## config.mk

```make
export PLATFORM = sky130hd
export DESIGN_NAME = genie_merge_arb
export DESIGN_NICKNAME = d
export VERILOG_FILES = /design/src/rtl/genie_merge_arb.sv
export SDC_FILE = /design/constraint.sdc
export NUM_CORES = 1
export LEC_CHECK = 0
export CORE_AREA = 2 2 39 41
export DETAILED_ROUTE_END_ITERATION = 10
export DIE_AREA = 0 0 41 43
export GPL_TIMING_DRIVEN = 0
export PLACE_DENSITY = 0.72
export SYNTH_ARGS = -nofsm -noshare
export SYNTH_HDL_FRONTEND = slang
export SYNTH_SLANG_ARGS = --single-unit
export TNS_END_PERCENT = 30
```

## constraint.sdc

```tcl
create_clock -name clk -period 1.58 [get_ports clk]
set_input_delay 0.316 -clock clk [delete_from_list [all_inputs] [get_ports clk]]
set_output_delay 0.316 -clock clk [all_outputs]
set_load 0.02 [all_outputs]
```

## src/rtl/genie_merge_arb.sv

```systemverilog
// Packet-atomic round-robin merge of NI valid/ready streams onto one output.
// The grant is combinational while idle and pinned to the packet owner until its eop beat leaves.
module genie_merge_arb #(
    parameter int NI    = 2,
    parameter int WIDTH = 1
) (
    input  logic                     clk,
    input  logic                     reset,
    input  logic [NI-1:0][WIDTH-1:0] i_data,
    input  logic [NI-1:0]            i_valid,
    input  logic [NI-1:0]            i_eop,
    output logic [NI-1:0]            o_ready,
    output logic                     o_valid,
    output logic [WIDTH-1:0]         o_data,
    output logic                     o_eop,
    input  logic                     i_ready,
    output logic [NI-1:0]            o_grant
);

    localparam int PW = $clog2(NI);
    localparam int SW = PW + 1;
    localparam logic [PW-1:0] LAST_IDX = PW'(NI - 1);

    localparam logic [0:0] ST_IDLE   = 1'b0;
    localparam logic [0:0] ST_LOCKED = 1'b1;

    logic [0:0]    state;
    logic [PW-1:0] rr_ptr;
    logic [PW-1:0] lock_idx;
    logic [PW-1:0] hold_idx;
    logic          hold_vld;

    logic [NI-1:0] rot_valid;
    logic [SW-1:0] scan_sum;
    logic [PW-1:0] scan_idx;
    logic          scan_found;
    logic [PW-1:0] gnt_idx;
    logic          gnt_vld;
    logic [PW-1:0] nxt_ptr;
    logic          xfer;

    // Rotate valids so bit k is input (rr_ptr + k) mod NI; the first set bit wins.
    always_comb begin
        rot_valid  = NI'({i_valid, i_valid} >> rr_ptr);
        scan_found = 1'b0;
        scan_idx   = '0;
        scan_sum   = '0;
        for (int k = 0; k < NI; k++) begin
            if (!scan_found && rot_valid[k]) begin
                scan_found = 1'b1;
                scan_sum   = {1'b0, rr_ptr} + SW'(k);
                if (scan_sum >= SW'(NI)) begin
                    scan_sum = scan_sum - SW'(NI);
                end
                scan_idx = scan_sum[PW-1:0];
            end
        end
    end

    // A stalled idle offer is held so a newly valid higher-priority input cannot retract it.
    always_comb begin
        gnt_vld = 1'b0;
        gnt_idx = '0;
        if (!reset) begin
            gnt_vld = 1'b0;
        end else if (state == ST_LOCKED) begin
            gnt_vld = 1'b1;
            gnt_idx = lock_idx;
        end else if (hold_vld) begin
            gnt_vld = 1'b1;
            gnt_idx = hold_idx;
        end else begin
            gnt_vld = scan_found;
            gnt_idx = scan_idx;
        end
    end

    always_comb begin
        o_grant = '0;
        for (int i = 0; i < NI; i++) begin
            o_grant[i] = gnt_vld && (gnt_idx == PW'(i));
        end
    end

    always_comb begin
        o_data = '0;
        for (int i = 0; i < NI; i++) begin
            o_data = o_data | ({WIDTH{o_grant[i]}} & i_data[i]);
        end
    end

    assign o_valid = |(o_grant & i_valid);
    assign o_eop   = |(o_grant & i_eop);
    assign o_ready = {NI{i_ready}} & o_grant;
    assign xfer    = o_valid && i_ready;
    assign nxt_ptr = (gnt_idx == LAST_IDX) ? '0 : gnt_idx + PW'(1);

    always_ff @(posedge clk) begin
        if (!reset) begin
            state    <= ST_IDLE;
            rr_ptr   <= '0;
            lock_idx <= '0;
            hold_idx <= '0;
            hold_vld <= 1'b0;
        end else begin
            if (xfer && o_eop) begin
                rr_ptr <= nxt_ptr;
            end
            case (state)
                ST_IDLE: begin
                    if (xfer) begin
                        hold_vld <= 1'b0;
                        if (!o_eop) begin
                            state    <= ST_LOCKED;
                            lock_idx <= gnt_idx;
                        end
                    end else if (o_valid) begin
                        hold_vld <= 1'b1;
                        hold_idx <= gnt_idx;
                    end else begin
                        hold_vld <= 1'b0;
                    end
                end
                default: begin
                    if (xfer && o_eop) begin
                        state <= ST_IDLE;
                    end
                end
            endcase
        end
    end

endmodule

```

Yosys cells after proc, flatten, opt, wreduce, memory -nomap -nowiden
Index checks and enable logic that the tools add are counted.
{"block": "word_totals", "word_cells": 51, "out_inout_bits": 7, "ff_bits": 5, "in_bits": 9}
{"block": "classes", "n_lt_le_gt_ge": 2, "n_addsub": 4, "n_mux": 19, "reduce_logical": 10, "bitwise": 10, "n_shift": 1}
{"op": "$mux W1", "count": 19}
{"op": "$and A2 B2 Y2", "count": 3}
{"op": "$reduce_and A3 Y1", "count": 2}
{"op": "$logic_and A1 B1 Y1", "count": 5}
{"op": "$not A1 Y1", "count": 4}
{"op": "$reduce_or A2 Y1", "count": 2}
{"op": "$shr A4 B1 Y2", "count": 1}
{"op": "$add A1 B1 Y2 const B", "count": 1}
{"op": "$and A1 B1 Y1", "count": 2}
{"op": "$ge A1 B2 Y1 const B", "count": 1}
{"op": "$ge A2 B2 Y1 const B", "count": 1}
{"op": "$sub A1 B1 Y1 const B", "count": 2}
{"op": "$add A1 B1 Y1 const B", "count": 1}
{"op": "$logic_not A1 Y1", "count": 1}
{"op": "$or A1 B1 Y1", "count": 1}

Depth between registers and ports, before layout
Gate-level depths: netlist of run 1.
{"block": "logic_depth", "ltp_word": 16, "mapped_depth": 6, "depth_no_buf": 6}

Least setup slack after synthesis of run 1
Ideal clock, no wire load.
{"block": "synth_timing", "path_kind": "flip-flop to output port", "start": "register hold_vld", "end": "output o_data", "required_time_ns": 1.264, "n_path_buf": 0, "setup_slack_ns": -0.203, "arrival_ns": 1.467, "path_stages_with_launch": 6, "path_cell_list": "dfxtp_1 -> and2_4 -> a211o_4 -> nand2_8 -> inv_6 -> o21ai_0"}
{"block": "synth_via", "elab_cells_between_ends": 12, "classes_between": "6 x mux; 4 x bitwise; 2 x reduce/logical"}
{"element": "start: declaration", "line_no": "31", "rtl": "logic hold_vld;"}
{"element": "start signal: assignment", "line_no": "104", "rtl": "hold_vld <= 1'b0;"}
{"element": "start signal: assignment", "line_no": "112", "rtl": "hold_vld <= 1'b0;"}
{"element": "start signal: assignment", "line_no": "118", "rtl": "hold_vld <= 1'b1;"}
{"element": "$mux W1", "line_no": "69", "rtl": "end else if (hold_vld) begin"}
{"element": "$mux W1", "line_no": "66", "rtl": "end else if (state == ST_LOCKED) begin"}
{"element": "$mux W1", "line_no": "64", "rtl": "if (!reset) begin"}
{"element": "$logic_and A1 B1 Y1 (*)", "line_no": "81", "rtl": "o_grant[i] = gnt_vld && (gnt_idx == PW'(i));"}
{"element": "named net o_grant[1]", "line_no": "17", "rtl": "output logic [NI-1:0] o_grant"}
{"element": "$and A1 B1 Y1 (*)", "line_no": "88", "rtl": "o_data = o_data | ({WIDTH{o_grant[i]}} & i_data[i]);"}
{"element": "$or A1 B1 Y1 (*)", "line_no": "88"}
{"element": "end: declaration", "line_no": "14", "rtl": "output logic [WIDTH-1:0] o_data,"}
Mark *: on every way through the listed nets, which the timed path passes. The rest lies on a longest branch.

Worst setup path after layout of run 1
{"block": "layout_timing", "start": "register hold_vld", "end": "output o_eop"}
{"block": "layout_via", "elab_chain_len": 7, "elab_cells_between_ends": 11, "classes_between": "6 x mux; 2 x bitwise; 3 x reduce/logical"}
{"element": "$mux W1", "line_no": "69"}
{"element": "$mux W1", "line_no": "66"}
{"element": "$mux W1", "line_no": "64"}
{"element": "$not A1 Y1", "line_no": "81"}
{"element": "$logic_and A1 B1 Y1", "line_no": "81"}
{"element": "$and A2 B2 Y2 (*)", "line_no": "93", "rtl": "assign o_eop = |(o_grant & i_eop);"}
{"element": "$reduce_or A2 Y1 (*)", "line_no": "93"}
{"element": "end: declaration", "line_no": "15", "rtl": "output logic o_eop,"}
Every way passes the cells marked *; elsewhere a longest branch is shown, timed or not.

==> impl_metrics.yaml, run 1 <==
synth:
  synthesis.area_sq_um: 424
  synth_compound_area_frac: 0.345
  yosysWarnings: 0
  ys_seq_area_frac: 0.236
  syn_nets: 60
  synth_mux_area_frac: 0.0236
  synth-main-ff-cell: "dfxtp_1"
  syn_avg_cell_area_sq_um: 8.32
  synth_adder_area_share: 0
  ys_types: 27
  synthSimpleGateAreaFrac: 0.339
  synth_edf_count: 0
  synth_area_leaders: "dfxtp_1 24%, a21oi_1 8.3%, nand2_8 4.7%"
  netlist_instances: 51
  synthArstFlopShare: 0
  synth.largest_area_cell: "dfxtp_1"
  ys_seq_elements: 5
  synth_top_area_frac: 0.236
  synth_top_family_by_area: "compound AO/OA/AOI/OAI gates"
  synthXorXnorAreaFrac: 0
clocking:
  ctsHtreeMaxLevel: 1
  root_buffer: "clkbuf_4"
  clock_path_buffers: 2
  cts_tree: "yes"
  cts_made_buffers: 3
  ctsHoldBuffers: 0
  clk_pin_slew_ns: 0.05
  clkSinkCount: 5
  clock_latency_ns: 0.26
setup_path:
  start_kind: "flip-flop"
  critPathArrivalTime_ns: 1.60
  cp_slowest_stage_delay_ns: 0.36
  r2r.worst_path.cells: 6
  end_kind: "primary output"
  required_ns: 1.26
  path_delay_family: "compound AO/OA/AOI/OAI gates"
  crit_type: "flip-flop to primary output"
  crit_slowest_cell: "dfxtp_4"
  cp.depth: 6
  crit_path_max_fanout: 5
  cp_num_buf_inv: 2
  crit_chain: "and2_4 -> a211o_4 -> buf_4 -> a21oi_4 -> a21o_4 -> buf_6"
detailed_routing:
  vias_per_cell: 5.37
  drc: 0
  wl_per_cell_um: 13.1
  postRouteAntennaNets: 0
  num_vias: 489
  drt-pass1-iter-count: 4
  first_iter_violations: 9
  wl_mm: 1.19
job:
  maxCapViolCount: 0
power:
  seqPwrFrac: 0.264
  comb_power_share: 0.439
  leakagePower_nw: 0.310
  pwr_density_cell_nw_per_um2: 730
  switching_share: 0.369
  power.clock.fraction: 0.297
  internal_power_mw: 0.341
  peakVddDrop_v: 0.000341
  power_switching_mw: 0.200
global_route:
  grt_max_degree: 8
  grt.total_usage: 0.155
  overflow: 0
  grt_pass1_vias: 445
  antenna_found_initial: 0
  grt_pass1_wl_mm: 1.85
floorplanning:
  die_w_um: 41
  die_y_um: 43
  rows: 14
  ios: 16
  core-area_sq_um: 1380
  dieArea_sq_um: 1760
  initial_core_util: 0.307
sta:
  tightest_slew_ns: 0.428
  fin_hold_ws_ns: 0.468
  fin_skew_ns: 0.00634
  setup_viol_count_final: 9
  min_period_ns: 1.91
  post-route-period-util: 1.21
  rsz0062_at_grt: "yes"
  hold_violations: 0
  relSlewSlack: 0.711
  drv_slew: 0
  fin_ws_ns: -0.334
  max_freq_mhz: 523
layout:
  syn_to_final_growth_pct: 74.6
  nets: 85
  antenna_cells: 0
  drive_above_1_share: 0.533
  post-route-util: 0.535
placement:
  port_buffers: 15
  dp_slack_ns: -1.15
  place_congestion: 0.780
  dpl.hpwl_um: 857
worst_hold_path:
  hold_class: "input port to flip-flop"
  hold_depth: 3
run_status:
  violations: "setup timing"
  run_status: "finished, violations left"
==> final timing paths <==
check                           startpoint       end  slack, ns
worst max-delay path              hold_vld     o_eop      -0.33
worst min-delay path                 reset  lock_idx       0.47
worst max register to register   flip-flop    rr_ptr      -0.20
worst min register to register    hold_idx  hold_idx       0.54
==> worst register-to-register path, stage by stage (launching register included) <==
cell and delay [ns]:
dfxtp_4 0.36, buf_6 0.13, a2111oi_4 0.39, a311oi_4 0.07, buf_4 0.16, or4_4 0.48, a21oi_2 0.12
==> power by group through the flow <==
stage	clock, mW	sequential, mW	combinational, mW
floorplan	0	0.146	0.127
global placement	0	0.149	0.196
detailed placement	0	0.149	0.198
CTS	0.150	0.142	0.222
global route	0.167	0.143	0.255
finish	0.161	0.143	0.237
==> repair_timing <==
action,CTS,global route
gates resized for setup,34,23
endpoints found under the setup margin,11,10
setup buffers,5,0
pin swaps,4,5
==> cells by family (layout without fill, tap and decap cells) <==
group / count (synthesis) / in the layout
multiplexers: 1 / 1
AND/OR/NAND/NOR: 22 / 22
AO/OA/AOI/OAI: 18 / 18
flip-flops: 5 / 5
buffers and inverters: 5 / 29
==> layout make-up <==
cell class              instances  area (sq um)
fillers                       136           643
multi-input cells              41           384
repair buffers                 20           171
flip-flops and latches          5           111
inverters                       5          26.3
clock buffers                   3          22.5
well taps                      16          20.0
clock inverters                 1          5.00
==> through the flow <==
step / cell area (sq um) / std cells / total power, mW / setup TNS [ns]
after global placement: 632 / 82 / 0.345 / -8.87
after CTS: 716 / 91 / 0.515 / -2.91
final: 741 / 91 / 0.541 / -1.81
after detailed placement: 632 / 82 / 0.348 / -9.23
after global routing: 741 / 91 / 0.565 / -2.22
after floorplan: 462 / 51 / 0.273 / -0.102
==> cells in the mapped netlist, drive strengths merged (2+ instances only) <==
| master | number |
|---|---|
| a21oi | 7 |
| and2 | 3 |
| dfxtp | 5 |
| inv | 5 |
| nand2 | 5 |
| nand2b | 2 |
| nor2 | 5 |
| nor2b | 2 |
| nor4 | 2 |
| o21ai | 3 |
==> metal layers <==
metal / GRT usage / up-vias / routed length [um]
met5: 0 / - / 0
met2: 0.231 / 14 / 591
li1: - / 238 / -
met3: 0.0157 / 4 / 55
met4: 0.107 / 0 / 38
met1: 0.197 / 233 / 503
==> layout by cell type, fill, tap and decap left out, drive strengths merged <==
cell,instances
clkdlybuf4s15,1
clkinv,1
nor2b,2
a2111o,1
nor4,2
o41a,1
clkdlybuf4s50,5
a311oi,1
o41ai,1
a211oi,1
or4,1
nand2,5
buf,12
dfxtp,5
clkbuf,4
a2111oi,1
and3,1
a21o,1
nor2,5
inv,5
mux2i,1
a211o,1
and2,3
o21ai,3
a21oi,7
dlymetal6s2s,1
nand2b,2
or2b,1
Power figures use the tool's default switching activity.
==> run 2: changes to the inputs <==
CAP_MARGIN = 20   (was unset)
==> results of run 2 <==
No change in the layout: final DEF, timing and power equal those of run 1.
==> RTL edit, RTL diff (flow settings as in run 2) <==
Reset style: asynchronous (`reset`), changed in one clocked block.
--- a/src/rtl/genie_merge_arb.sv
+++ b/src/rtl/genie_merge_arb.sv
@@ -95,7 +95,7 @@
     assign xfer    = o_valid && i_ready;
     assign nxt_ptr = (gnt_idx == LAST_IDX) ? '0 : gnt_idx + PW'(1);
 
-    always_ff @(posedge clk) begin
+    always_ff @(posedge clk or negedge reset) begin
         if (!reset) begin
             state    <= ST_IDLE;
             rr_ptr   <= '0;
Check against the original RTL: no difference found for any inputs over 10 cycles, from zero or initial values and one cycle with reset low; that may be too few to reach the edited logic, so the function may still have changed.
==> RTL edit against run 2 <==
- the flow still finishes with violations (setup timing)
- non-clock buffer count is 1 lower
- via count is 16% lower
- cell area is 4.2% lower
- synthesized cell count is 12% lower
- sequential cell count stayed put
- first-iteration DRC count is 22% higher
- area after synthesis is 6.2% lower
- wire length is 21% lower
- worst setup slack better by 0.0043 ns
- critical path depth is 1 lower
Power is not compared: it rests on default switching activity, and its combinational part moved more than twofold at a synthesized area within 25%.
==> RTL edit: results (changes against run 2) <==
Status
  – Status: complete, but fails checks
  – Violated checks: setup timing

STA
  – Setup WS post-layout: -0.3292 ns (+0.004346 ns)
  – Setup Viol. Count Final: 9 (unchanged)
  – Skew final: 0.004549 ns (-0.001789 ns)

GRT
  – First-pass GRT wire length: 1.807 mm (-2.3%)
  – Largest net degree at the start of global routing: 14 (+6)
  – Vias in the first global route: 426 (-4.3%)

Detailed routing
  – Drt pass-1 iters: 2 (-2)
  – Drt initial violations: 11 (+2)
  – Via Count: 413 (-16%)
  – DR vias/cell: 4.976 (-7.4%)

Place
  – Dpl hpwl: 702.8 um (-18%)
  – Routability cong.: 0.7637 (-2.1%)
  – Place WS: -1.123 ns (+0.02723 ns)
  – Post-DP Area: 603.1 um^2 (-4.6%)

Synthesis
  – Commonest cells in the netlist: 6 x nand2_1, 5 x dfrtp_1, 4 x a21oi_1
  – Synth Instances: 45 (-12%)
  – Async set-reset flop share out of synthesis: 100.0% (+100 points)
  – Main synth FF type: dfrtp_1

Worst setup path
  – Slowest stage cell, crit path: dfrtp_2
  – Crit path max-delay family: flip-flops
  – R2r setup slk: -0.06 ns (+0.14 ns)
  – Slowest stage delay, CP: 0.44 ns (+0.08 ns)

Clock tree
  – Worst-skew pair later-pin latency: 0.24 ns (-0.02 ns)
  – CTS resizes: 53 (+56%)

Layout
  – Share of layout cells above drive strength 1: 49.25% (-4.1 points)
RTL edit: cell count changes after synthesis, moves of 3 or more:
cell / change
dfrtp_1: +5
o31ai_1: +3
a21oi_1: -3
dfxtp_1: -5
nor2_1: -5
RTL edit: logic make-up (layout without fill, tap and decap cells):
family	Yosys count	after routing	share of synthesized area, %
and+or+nand+nor	20	20	31.14
AOI/OAI and AO/OA	13	13	22.96
DFF	5	5	31.45
buffers and inverters	4	26	5.660
muxes	3	3	8.804
RTL edit: metal layers:
layer  GRT usage (%)  routed length [um]
met2           21.56                 488
met4           6.000                   0
met5               0                   0
met3           6.283                  49
met1           19.28                 401
RTL edit: final cells by class:
class	count	area, um^2
well taps	16	20.02
inverters	3	11.26
repair buffers	19	191.4
multi-input cells	36	332.8
fillers	128	674.4
flip-flops and latches	5	127.6
clock buffers	4	26.28
RTL edit: report_power, final:
group / internal [uW] / switching, uW
combinational: 338 / 305
sequential: 180 / 67.0
clock: 95.2 / 48.5
total: 613 / 421
